$ cat config.mk
export PLATFORM = sky130hd
export DESIGN_NAME = bin2bcd_dabble
export DESIGN_NICKNAME = d
export VERILOG_FILES = /design/src/rtl/bin2bcd_dabble.sv
export SDC_FILE = /design/constraint.sdc
export NUM_CORES = 1
export LEC_CHECK = 0
export ABC_AREA = 0
export CORE_MARGIN = 1
export CORE_UTILIZATION = 58
export CTS_CLUSTER_DIAMETER = 200
export DETAILED_ROUTE_END_ITERATION = 8
export GPL_ROUTABILITY_DRIVEN = 0
export PLACE_DENSITY = 0.83
export SETUP_SLACK_MARGIN = 0.5
export SLEW_MARGIN = 20
export SYNTH_ARGS = -nofsm -noshare
export SYNTH_HDL_FRONTEND = slang
export SYNTH_SLANG_ARGS = --single-unit
$ cat constraint.sdc
create_clock -name clk -period 4.5 [get_ports clk]
set_input_delay 0.9 -clock clk [delete_from_list [all_inputs] [get_ports clk]]
set_output_delay 0.9 -clock clk [all_outputs]
set_load 0.02 [all_outputs]
$ cat src/rtl/bin2bcd_dabble.sv
// Sequential shift-and-add-3 binary-to-BCD converter, 2*W cycles from accepted start to the one-cycle DONE pulse.
// Optional truncation detection is built only when BCD_OVF_EN is defined; otherwise out_ovf is tied low.
module bin2bcd_dabble #(
    parameter int W      = 8,
    parameter int DIGITS = 3
) (
    input  logic                  clk,
    input  logic                  rst,
    input  logic                  in_init,
    input  logic [W-1:0]          in_bin,
    output logic [4*DIGITS-1:0]   out_bcd,
    output logic                  out_busy,
    output logic                  out_DONE,
    output logic                  out_ovf
);

    localparam int BW = 4 * DIGITS;
    localparam int CW = $clog2(W + 1);

    typedef enum logic [1:0] {
        IDLE   = 2'd0,
        ADJUST = 2'd1,
        SHIFT  = 2'd2,
        DONE   = 2'd3
    } state_t;

    state_t          state_q, state_d;
    logic [W-1:0]    bin_q, bin_d;
    logic [BW-1:0]   acc_q, acc_d;
    logic [CW-1:0]   cnt_q, cnt_d;
    logic [BW-1:0]   out_bcd_q, out_bcd_d;
    logic [BW-1:0]   acc_adj;
    logic [BW+W-1:0] work_sh;

`ifdef BCD_OVF_EN
    logic            ovf_acc_q, ovf_acc_d;
    logic            out_ovf_q, out_ovf_d;
    logic            shift_ovf;
`endif

    // Every digit is corrected independently; a digit never exceeds 9 here, so +3 cannot wrap.
    always_comb begin
        acc_adj = acc_q;
        for (int i = 0; i < DIGITS; i++) begin
            if (acc_q[4*i +: 4] >= 4'd5) begin
                acc_adj[4*i +: 4] = acc_q[4*i +: 4] + 4'd3;
            end
        end
    end

    assign work_sh = {acc_q, bin_q} << 1;

    always_comb begin
        state_d   = state_q;
        bin_d     = bin_q;
        acc_d     = acc_q;
        cnt_d     = cnt_q;
        out_bcd_d = out_bcd_q;
`ifdef BCD_OVF_EN
        ovf_acc_d = ovf_acc_q;
        out_ovf_d = out_ovf_q;
        shift_ovf = ovf_acc_q | acc_q[BW-1];
`endif
        case (state_q)
            IDLE: begin
                if (in_init) begin
                    bin_d   = in_bin;
                    acc_d   = '0;
                    cnt_d   = CW'(W);
`ifdef BCD_OVF_EN
                    ovf_acc_d = 1'b0;
`endif
                    state_d = ADJUST;
                end
            end
            ADJUST: begin
                acc_d   = acc_adj;
`ifdef BCD_OVF_EN
                // A top digit of 8 or more is guaranteed to carry out on the next shift.
                if (acc_adj[BW-1 -: 4] >= 4'd8) begin
                    ovf_acc_d = 1'b1;
                end
`endif
                state_d = SHIFT;
            end
            SHIFT: begin
                acc_d = work_sh[W +: BW];
                bin_d = work_sh[W-1:0];
                cnt_d = cnt_q - CW'(1);
`ifdef BCD_OVF_EN
                ovf_acc_d = shift_ovf;
`endif
                if (cnt_q == CW'(1)) begin
                    out_bcd_d = work_sh[W +: BW];
`ifdef BCD_OVF_EN
                    out_ovf_d = shift_ovf;
`endif
                    state_d   = DONE;
                end else begin
                    state_d   = ADJUST;
                end
            end
            DONE: begin
                state_d = IDLE;
            end
            default: begin
                state_d = IDLE;
            end
        endcase
    end

    always_ff @(posedge clk) begin
        if (rst) begin
            state_q   <= IDLE;
            bin_q     <= '0;
            acc_q     <= '0;
            cnt_q     <= '0;
            out_bcd_q <= '0;
`ifdef BCD_OVF_EN
            ovf_acc_q <= 1'b0;
            out_ovf_q <= 1'b0;
`endif
        end else begin
            state_q   <= state_d;
            bin_q     <= bin_d;
            acc_q     <= acc_d;
            cnt_q     <= cnt_d;
            out_bcd_q <= out_bcd_d;
`ifdef BCD_OVF_EN
            ovf_acc_q <= ovf_acc_d;
            out_ovf_q <= out_ovf_d;
`endif
        end
    end

    assign out_bcd  = out_bcd_q;
    assign out_busy = (state_q == ADJUST) || (state_q == SHIFT);
    assign out_DONE = (state_q == DONE);
`ifdef BCD_OVF_EN
    assign out_ovf  = out_ovf_q;
`else
    assign out_ovf  = 1'b0;
`endif

endmodule

### Word-level counts from Yosys, hierarchy flattened

Index checks and enable logic that the tools add are counted.

| operators by class | value |
|---|---|
| $add $sub $neg | 4 |
| $lt $le $gt $ge | 3 |
| equal/unequal tests | 8 |
| mux-type cells | 12 |
| reductions and logical operators | 9 |

Operators with widths:

| cell | number |
|---|---|
| 12-bit case mux with 3 select lines | 1 |
| 4-bit 2-to-1 mux | 4 |
| 8-bit case mux with 2 select lines | 1 |
| 4-bit by 2-bit adder with 4-bit output (second input constant) | 3 |
| 4-bit by 3-bit greater-or-equal comparator with 1-bit output (second input constant) | 3 |
| 12-bit 2-to-1 mux | 1 |
| 3-bit AND reduction | 3 |
| 8-bit 2-to-1 mux | 1 |
| 2-bit != test (second input constant) | 4 |
| 2-bit case mux with 4 select lines | 1 |
| 4-bit case mux with 2 select lines | 1 |
| 2-bit == test (second input constant) | 2 |
| 4-bit by 1-bit == test with 1-bit output (second input constant) | 1 |
| 2-bit 2-to-1 mux | 2 |
| 2-bit AND reduction | 2 |
| 4-bit by 1-bit subtractor with 4-bit output (second input constant) | 1 |
| 3-bit nonzero test | 1 |
| 2-bit by 1-bit == test with 1-bit output (second input constant) | 1 |
| 2-bit logical NOT | 1 |
| 2-bit nonzero test | 1 |
| 1-bit logical OR | 1 |

| storage, ports and cells | value |
|---|---|
| register bits after elaboration | 38 |
| bits of input ports | 11 |
| output and inout port bits | 15 |
| logic and storage cells | 43 |

### Depth between registers and ports, before layout

Gate-level depths: netlist (run 1).

| logic depth | value |
|---|---|
| depth after elaboration | 3 |
| mapped depth | 8 |
| gate-level depth less buffers | 6 |

### Worst setup path after synthesis (run 1)

No wires, ideal clock.

| timing path | value |
|---|---|
| path kind | input-to-reg |
| from | in in_init |
| to | reg acc_q[5] |
| setup time | 0.070 ns |
| arrival | 1.743 ns |
| data required time | 4.430 ns |
| slack | 2.687 ns |
| stages | 4 |
| path buffers | 0 |
| cell sequence | nand2b_1 > nand2b_1 > or4b_1 > a21oi_1 |

| on the way | value |
|---|---|
| cells in the longest elaborated chain, start to end | 2 |

RTL lines:

| item | RTL line | RTL |
|---|---|---|
| start, declared | 9 | `input logic in_init,` |
| 2-bit != test (no line) | - |  |
| 3-bit AND reduction (no line) | - |  |
| end signal, assigned | 116 | `acc_q <= '0;` |
| end signal, assigned | 126 | `acc_q <= acc_d;` |
| end, declared | 29 | `logic [BW-1:0] acc_q, acc_d;` |

Every way passes these cells.
A chain may end at the register's enable or synchronous reset.

### Final worst setup path (run 1)

| timing path | value |
|---|---|
| from | reg state_q[0] |
| to | out out_busy |

| on the way | value |
|---|---|
| cells in the longest elaborated chain, start to end | 2 |
| elaborated cells on any way between the ends | 3 |
| those cells by class | eq/ne: 2; reduce/logical: 1 |

RTL lines:

| item | RTL line | RTL |
|---|---|---|
| start, declared | 27 | `state_t state_q, state_d;` |
| start signal, assigned | 124 | `state_q <= state_d;` |
| 2-bit by 1-bit == test with 1-bit output or 2-bit == test (tied branches) | 137 | `assign out_busy = (state_q == ADJUST) \|\| (state_q == SHIFT);` |
| 1-bit logical OR (*) | 137 |  |
| end, declared | 12 | `output logic out_busy,` |

Mark *: on every way between the ends. The rest lies on a longest branch, timed or not.

==> results of run 1 <==
==> layer usage <==
layer	global-route usage	up-vias
li1	-	880
met1	0.327	813
met2	0.422	36
met3	0.0455	6
met4	0.0797	0
met5	0	-
==> layout by cell type, fill, tap and decap left out, drive strengths merged <==
cell type	netlist	final
clkdlybuf4s50	0	24
dfxtp	38	38
mux2i	7	7
ha	13	13
nand2	36	36
nand4b	9	9
a2bb2oi	2	2
o21ai	23	23
or2b	3	3
a32oi	3	3
or4b	1	1
nand3b	4	4
nand2b	5	5
nand3	3	3
a211oi	9	9
clkinv	0	1
nor3	1	1
nor3b	1	1
a21oi	29	29
nor4	1	1
buf	6	2
o21bai	3	3
nor2b	2	2
nor2	15	15
clkbuf	7	7
and3	1	1
xor2	3	3
inv	11	11
conb	1	1
o31ai	4	4
==> cell type report <==
cell class | count | area (sq um) | area share
clock inverter | 1 | 5.00 | 0.00219
inverter | 11 | 41.3 | 0.0181
multi-input combinational | 179 | 1110 | 0.487
sequential | 38 | 761 | 0.333
timing repair buffer | 26 | 255 | 0.112
clock buffer | 7 | 55.1 | 0.0241
tap | 44 | 55.1 | 0.0241
==> critical path, cell delays in order (launching register included) <==
cell and delay (ps):
dfxtp_1 390, inv_1 100, ha_1 510, clkdlybuf4s50_1 680
==> cell families (layout without fill, tap and decap cells) <==
kind of cell | Yosys count | in the layout
buf+inv | 24 | 45
fa+ha+maj | 13 | 13
mux | 7 | 7
other cells | 1 | 1
xor+xnor | 3 | 3
flops | 38 | 38
compound gates | 73 | 73
simple gates | 82 | 82
==> sequential cells by signal, summed over array words and instances, names as in the netlist <==
| name | count |
|---|---|
| out_bcd | 12 |
| state_q | 2 |
| bin_q | 8 |
| acc_q | 12 |
| cnt_q | 4 |
==> power groups by stage <==
stage                     clock, W  combinational (W)  sequential [W]
after floorplan                  0           0.000158        0.000386
after global placement           0           0.000199        0.000390
after detailed placement         0           0.000202        0.000391
after CTS                 0.000186           0.000205        0.000383
after global routing      0.000202           0.000233        0.000388
final                     0.000185           0.000205        0.000384
==> final timing paths <==
check / depth (start not counted) / from / to / slack (ps)
setup reg to reg: 7 / state_q[0] / cnt_q[3] / 2380
hold / removal: 2 / out_bcd[11] / out_bcd[11] / 460
hold reg to reg: 2 / out_bcd[11] / out_bcd[11] / 460
setup / recovery: 3 / state_q[0] / out_busy / 1580
==> metrics by stage <==
| stage | cells | power, W | utilization | setup slack (ps) |
|---|---|---|---|---|
| floorplan | 241 | 0.000543 | - | 2690 |
| global placement | 298 | 0.000590 | 0.711 | 1890 |
| detailed placement | 298 | 0.000594 | 0.711 | 1850 |
| CTS | 306 | 0.000774 | 0.730 | 1580 |
| global route | 306 | 0.000823 | 0.730 | 1450 |
| finish | 306 | 0.000773 | 0.730 | 1580 |
==> results_dict.tcl, run 1 <==
set metrics [dict create \
    cp_data_required_time_ps 3600 \
    worst_pin_slew_ps 696 \
    pwr-share-comb 0.265 \
    wl_mm 4.00 \
    startpoint_type "register" \
    postSynthCellCount 241 \
    synth-compound-area-share 0.215 \
    dieWidth_um 60.3 \
    worst_clock_skew_ps 5.37 \
    place.port_buffers 24 \
    synth_seq_cells 38 \
    nNetsFinal 285 \
    async_flop_share 0 \
    grt_max_degree 21 \
    hold_viol 0 \
    relSlewSlack 0.535 \
    hold_slack_ps 461 \
    maxSlewViolCount 0 \
    arrival_ps 2020 \
    ctsResizeCount 0 \
    syn_avg_cell_area_sq_um 8.17 \
    period_needed_ps 2920 \
    numClockSinks 38 \
    die_area_sq_um 3630 \
    grt_first_pass_wirelength_mm 6.94 \
    dr.pass1.iters 4 \
    wl_met2_mm 1.94 \
    dpl.hpwl_mm 2.67 \
    wl_met1_mm 1.84 \
    synthAdderAreaFrac 0.0826 \
    p_sw_frac 0.328 \
    synthSimpleGateAreaFrac 0.215 \
    ir_worst_vdd_v 0.000230 \
    synth-xor-area-share 0.0133 \
    crit_fanout 11 \
    insertion_delay_ps 340 \
    cts.path.max_buffers 2 \
    fin_crit_sh 0.649 \
    synth_edf_count 0 \
    n_fill_cell 261 \
    yosys_warnings 0 \
    cts_inserted_buffers 5 \
    p_switching_w 0.000253 \
    synth_area_leaders "dfxtp_1, ha_1, a21oi_1" \
    clockPowerShare 0.239 \
    grt_pass1_vias 1554 \
    antenna_found_initial 0 \
    die_y_um 60.3 \
    syn_nets 265 \
    finish.instance_area_sq_um 2280 \
    setup_tns_ps 0 \
    htreeDepth 2 \
    tritoncts "built" \
    p_leak_nw 0.776 \
    synthFlopType "dfxtp_1" \
    outcome "finished, final reports clean" \
    area_delta_synth_final_pct 15.9 \
    yosysTopAreaCellShare 0.386 \
    power_density_nw_per_um2 338 \
    place_area_sq_um 2220 \
    post_cts_buffers 0 \
    rsz0062_at_grt "no" \
    cts_root_buffer "clkbuf_4" \
    yosysMostFrequentCell "dfxtp_1" \
    synth_top_family_by_area "simple AND/OR/NAND/NOR gates" \
    grt_overflow_total 0 \
    start_util 0.630 \
    internal-power_w 0.000519 \
    vias 1735 \
    grtUsageTotal 0.253 \
    cts_hold_buf 0 \
    antenna_left 0 \
    yosysTopAreaCell "dfxtp_1" \
    drtIter0Drc 133 \
    drv_cap 0 \
    routed_via_density 5.67 \
    diodes 0 \
    synth_cell_types 33 \
    fmax_mhz 342 \
    clk_pin_slew_ps 110 \
    final-setup-viol-count 0 \
    worstSetupPathType "register to output port" \
    end_kind "output port" \
    seq_power_share 0.496 \
    synth.area.mux_share 0.0356 \
    io_pins 26 \
    wire_per_inst_um 13.1 \
    hp-class "register to register" \
    drive_gt1_frac 0.0496 \
    synth_common_cells "dfxtp_1, nand2_1, a21oi_1" \
    topRoutingLayerUsed "met4" \
    rows 20 \
    route.met3.wl_um 162 \
    mappedNetlistArea_sq_um 1970 \
    core_sq_um 3130 \
    drc 0 \
    ys_seq_area_frac 0.386 \
]
(Power assumes the default switching activity.)
==> run 2, diff against run 1 <==
CORE_UTILIZATION = 54   (was 58)
PLACE_DENSITY = 0.78   (was 0.83)
clock period = 2.9 ns   (was 4.5 ns; I/O delays follow)
==> run 2 against run 1 <==
Compared with the run above:
- count of clock-buffer cells in the layout is 1 lower
- setup slack worse by 930 ps
- final area is 0.44% higher
- flip-flop and latch count stayed put
- sequential power is 55% higher
- non-clock buffer count is 2 higher
- power is 54% higher
- clock power is 46% higher
- register-to-register slack worse by 1400 ps
- combinational power is 59% higher
- first-iteration DRC count is 29% lower
- cell count is 0.65% higher
- largest power group unchanged
==> results_dict.tcl, run 2 (synthesized netlist as in run 1, its figures left out) <==
set metrics [dict create \
    grtUsageTotal 0.230 \
    startpoint_type "register" \
    dieWidth_um 62.4 \
    cpMaxStageDelayCell "ha_2" \
    diodes 0 \
    die_area_sq_um 3890 \
    seq_power_share 0.500 \
    clockPowerShare 0.227 \
    hp-class "register to register" \
    nNetsFinal 287 \
    period_needed_ps 2250 \
    grt_pass1_vias 1686 \
    mostFrequentLayoutCells "dfxtp_1, nand2_1, a21oi_1" \
    cts.path.max_buffers 2 \
    hold_viol 0 \
    power_density_nw_per_um2 519 \
    antenna_left 0 \
    fmax_mhz 444 \
    area_delta_synth_final_pct 16.5 \
    relSlewSlack 0.604 \
    wire_per_inst_um 12.6 \
    drv_cap 0 \
    antenna_found_initial 0 \
    wl_mm 3.89 \
    drive_gt1_frac 0.0573 \
    htreeDepth 2 \
    crit_buf_inv 2 \
    outcome "finished, final reports clean" \
    clk_pin_slew_ps 100 \
    tritoncts "built" \
    dr.pass1.iters 4 \
    rsz0062_at_grt "no" \
    cp.depth 3 \
    cts_inserted_buffers 5 \
    crit_family "buffers and inverters" \
    start_util 0.577 \
    final-setup-viol-count 0 \
    core_sq_um 3420 \
    arrival_ps 1670 \
    die_y_um 62.4 \
    place_area_sq_um 2240 \
    crit_fanout 11 \
    cts_root_buffer "clkbuf_4" \
    grt_max_degree 23 \
    worstSetupPathType "register to output port" \
    io_pins 26 \
    internal-power_w 0.000802 \
    pwr-share-comb 0.273 \
    crit_chain "inv_1 -> ha_2 -> dlygate4sd2_1" \
    dpl.hpwl_mm 2.76 \
    p_leak_nw 0.782 \
    grt_first_pass_wirelength_mm 7.09 \
    hold_depth 2 \
    ff2ff_path_depth 6 \
    setup_tns_ps 0 \
    slowest_delay_ps 460 \
    p_switching_w 0.000388 \
    finish.instance_area_sq_um 2290 \
    maxSlewViolCount 0 \
    cts_hold_buf 0 \
    fin_crit_sh 0.776 \
    worst_pin_slew_ps 593 \
    end_kind "output port" \
    rows 21 \
    drtIter0Drc 94 \
    p_sw_frac 0.326 \
    routed_via_density 5.56 \
    grt_overflow_total 0 \
    drc 0 \
    worst_clock_skew_ps 14.8 \
    vias 1714 \
    layout_commonest_cell "dfxtp_1" \
    insertion_delay_ps 350 \
    cp_data_required_time_ps 2320 \
    numClockSinks 38 \
    ir_worst_vdd_v 0.000380 \
    place.port_buffers 24 \
]
==> run 2: cell types whose count changed in the layout (fill, tap and decap cells not counted), sizes merged <==
cell,before,now
dlygate4sd2,0,1
clkinv,1,0
clkdlybuf4s50,24,23
buf,2,4
clkbuf,7,6
==> run 2: path summary, 6_finish.rpt <==
path | slack (ps) | end | startpoint
worst max-delay path | 650 | out_busy | state_q[0]
worst min register to register | 460 | out_bcd[6] | out_bcd[6]
worst min-delay path | 460 | out_bcd[6] | out_bcd[6]
worst max register to register | 1010 | acc_q[6] | state_q[1]
==> run 2: final cells by class <==
type	count	area [sq um]
clock buffer	6	51.3
fill	310	1120
inverter	11	41.3
multi-input combinational	179	1110
sequential	38	761
tap	46	57.6
timing repair buffer	28	269
==> run 2: timing repair <==
action | in CTS | in global routing
endpoints found under the hold margin | 0 | 0
resized for setup | 2 | 0
buffers inserted | 0 | 0
setup endpoints to repair | 1 | 0
==> run 2: per-stage QoR <==
| stage | utilization | power, W | hold slack [ps] | std cells | worst slack (ps) |
|---|---|---|---|---|---|
| 2_1_floorplan | - | 0.000843 | 432 | 241 | 1160 |
| 3_3_place_gp | 0.656 | 0.000923 | 443 | 302 | 710 |
| 3_5_place_dp | 0.656 | 0.000931 | 447 | 302 | 676 |
| 4_1_cts | 0.671 | 0.00120 | 461 | 308 | 640 |
| 5_1_grt | 0.671 | 0.00126 | 486 | 308 | 555 |
| 6_report | 0.671 | 0.00119 | 459 | 308 | 649 |
==> run 2: per-layer routing <==
metal | global-route usage | routed length (um)
met1 | 0.247 | 1770
met2 | 0.408 | 1930
met3 | 0.0657 | 109
met4 | 0.122 | 84
met5 | 0 | 0
==> run 2: power by group through the flow <==
stage               clock network (W)  registers (W)  logic, W
finish                       0.000270       0.000595  0.000325
global placement                    0       0.000606  0.000317
detailed placement                  0       0.000607  0.000324
CTS                          0.000278       0.000595  0.000325
floorplan                           0       0.000599  0.000245
global route                 0.000297       0.000601  0.000366
==> run 2: worst min-delay path: stages (launching register included) <==
cell and delay [ps]:
dfxtp_1 320, nand2_1 50, a21oi_1 50
==> run 3, diff against run 2 <==
clock period = 2.1 ns   (was 2.9 ns; I/O delays follow)
==> run 3 against run 2 <==
Compared with the run above:
- count of clock-buffer cells in the layout increased by 1
- die area unchanged
- cell count increased by 3.6%
- sequential power increased by 40%
- worst hold slack got worse by 4.2 ps
- core utilization increased by 3.6 points
- critical path depth unchanged
- via count increased by 2.2%
- largest power group unchanged
- highest routed layer unchanged
==> results_dict.tcl, run 3 (synthesized netlist as in run 1, its figures left out) <==
set metrics [dict create \
    outcome "finished, final reports clean" \
    grt_first_pass_wirelength_mm 7.11 \
    route.met3.wl_um 154 \
    dr.pass1.iters 4 \
    io_pins 26 \
    final-setup-viol-count 0 \
    slowest_delay_ps 380 \
    wl_met2_mm 2.00 \
    drc 0 \
    ff2ff_path_depth 5 \
    clk_pin_slew_ps 100 \
    die_area_sq_um 3890 \
    topRoutingLayerUsed "met4" \
    crit_family "flip-flops" \
    end_kind "output port" \
    numClockSinks 38 \
    worstHoldStart "out_bcd[6]" \
    fin_cells 319 \
    crit_buf_inv 2 \
    drv_cap 0 \
    wire_per_inst_um 13.0 \
    ir_worst_vdd_v 0.000439 \
    place_area_sq_um 2280 \
    finish.instance_area_sq_um 2410 \
    arrival_ps 1260 \
    place.port_buffers 24 \
    hp-class "register to register" \
    startpoint_type "register" \
    register_area_sq_um 773 \
    grt_overflow_total 0 \
    power_density_nw_per_um2 723 \
    hold_depth 2 \
    cts.path.max_buffers 2 \
    p_leak_nw 0.896 \
    crit_chain "buf_4 -> ha_1 -> buf_2" \
    n_fill_cell 290 \
    antenna_left 0 \
    rsz0062_at_grt "yes" \
    mostFrequentLayoutCells "nand2_1, dfxtp_1, a21oi_1" \
    antenna_found_initial 0 \
    tritoncts "built" \
    grt_max_degree 23 \
    start_util 0.577 \
    hold_viol 0 \
    timing.rr.start "state_q[0]" \
    timing.rr.end "acc_q[5]" \
    cts_root_buffer "clkbuf_4" \
    dpl.cell_count 307 \
    hold_path_end "out_bcd[6]" \
    htreeDepth 2 \
    rows 21 \
    maxSlewViolCount 0 \
    crit_fanout 3 \
    grt_pass1_vias 1633 \
    nNetsFinal 296 \
    layout_commonest_cell "nand2_1" \
    drtIter0Drc 60 \
    cp_data_required_time_ps 1680 \
    grtUsageTotal 0.229 \
    dieWidth_um 62.4 \
    wl_mm 4.16 \
    vias 1751 \
    core_sq_um 3420 \
    insertion_delay_ps 340 \
    worst_clock_skew_ps 4.23 \
    ff2ff_setup_slack_ps 490 \
    routed_via_density 5.49 \
    area_delta_synth_final_pct 22.6 \
    cts_inserted_buffers 5 \
    cpMaxStageDelayCell "dfxtp_4" \
    worstSetupPathType "register to output port" \
    diodes 0 \
    multi_input_area_sq_um 1160 \
    drive_gt1_frac 0.147 \
    fin_crit_sh 0.801 \
    fmax_mhz 594 \
    cts_hold_buf 0 \
    die_y_um 62.4 \
    period_needed_ps 1680 \
    setup_tns_ps 0 \
    wl_met1_mm 1.90 \
    dpl.hpwl_mm 2.83 \
]
## run 3: cell types whose count changed in the layout (fill, tap and decap cells not counted), sizes merged
| cell | before | now |
|---|---|---|
| clkdlybuf4s50 | 23 | 10 |
| buf | 4 | 15 |
| dlygate4sd2 | 1 | 12 |
| clkbuf | 6 | 7 |
| clkinv | 0 | 1 |
## run 3: worst max-delay path by stage
stage               slack [ps]       end  depth (start not counted)       start
floorplan                  510  acc_q[5]                          5  state_q[0]
global placement           290  acc_q[5]                          5     in_init
detailed placement         250  acc_q[5]                          5     in_init
CTS                        420  out_busy                          3  state_q[0]
global route               380  out_DONE                          3  state_q[0]
finish                     420  out_DONE                          3  state_q[0]
## run 3: per-stage QoR
| step | power (W) | setup WS (ps) | utilization | hold WS (ps) |
|---|---|---|---|---|
| global placement | 0.00130 | 290 | 0.668 | 442 |
| detailed placement | 0.00131 | 246 | 0.668 | 446 |
| floorplan | 0.00117 | 510 | - | 432 |
| CTS | 0.00171 | 422 | 0.687 | 459 |
| global route | 0.00186 | 383 | 0.707 | 483 |
| finish | 0.00175 | 417 | 0.707 | 455 |
## run 3: repair_timing
action,in CTS,in global routing
endpoints found under the hold margin,0,0
endpoints found under the setup margin,42,35
setup buffers,0,4
resized for setup,33,10
## run 3: cell type report
class                      count  area share
clock inverter                 1     0.00207
multi-input combinational    179       0.479
inverter                      11      0.0202
timing repair buffer          37       0.132
clock buffer                   7      0.0228
tap                           46      0.0238
sequential                    38       0.320
## run 3: power breakdown
| group | internal, W | switching [W] |
|---|---|---|
| sequential | 0.000778 | 0.0000538 |
| combinational | 0.000236 | 0.000288 |
| clock | 0.000162 | 0.000228 |
## run 3: worst min-delay path: cells and delay by family (launching register included)
| kind | cells | cell delay (ps) |
|---|---|---|
| AND/OR/NAND/NOR | 1 | 50 |
| AO/OA/AOI/OAI | 1 | 50 |
| flip-flops | 1 | 320 |
## run 3: layer usage
metal / global-route usage / up-vias
li1: - / 909
met1: 0.268 / 791
met2: 0.394 / 40
met3: 0.0474 / 11
met4: 0.116 / 0
met5: 0 / -
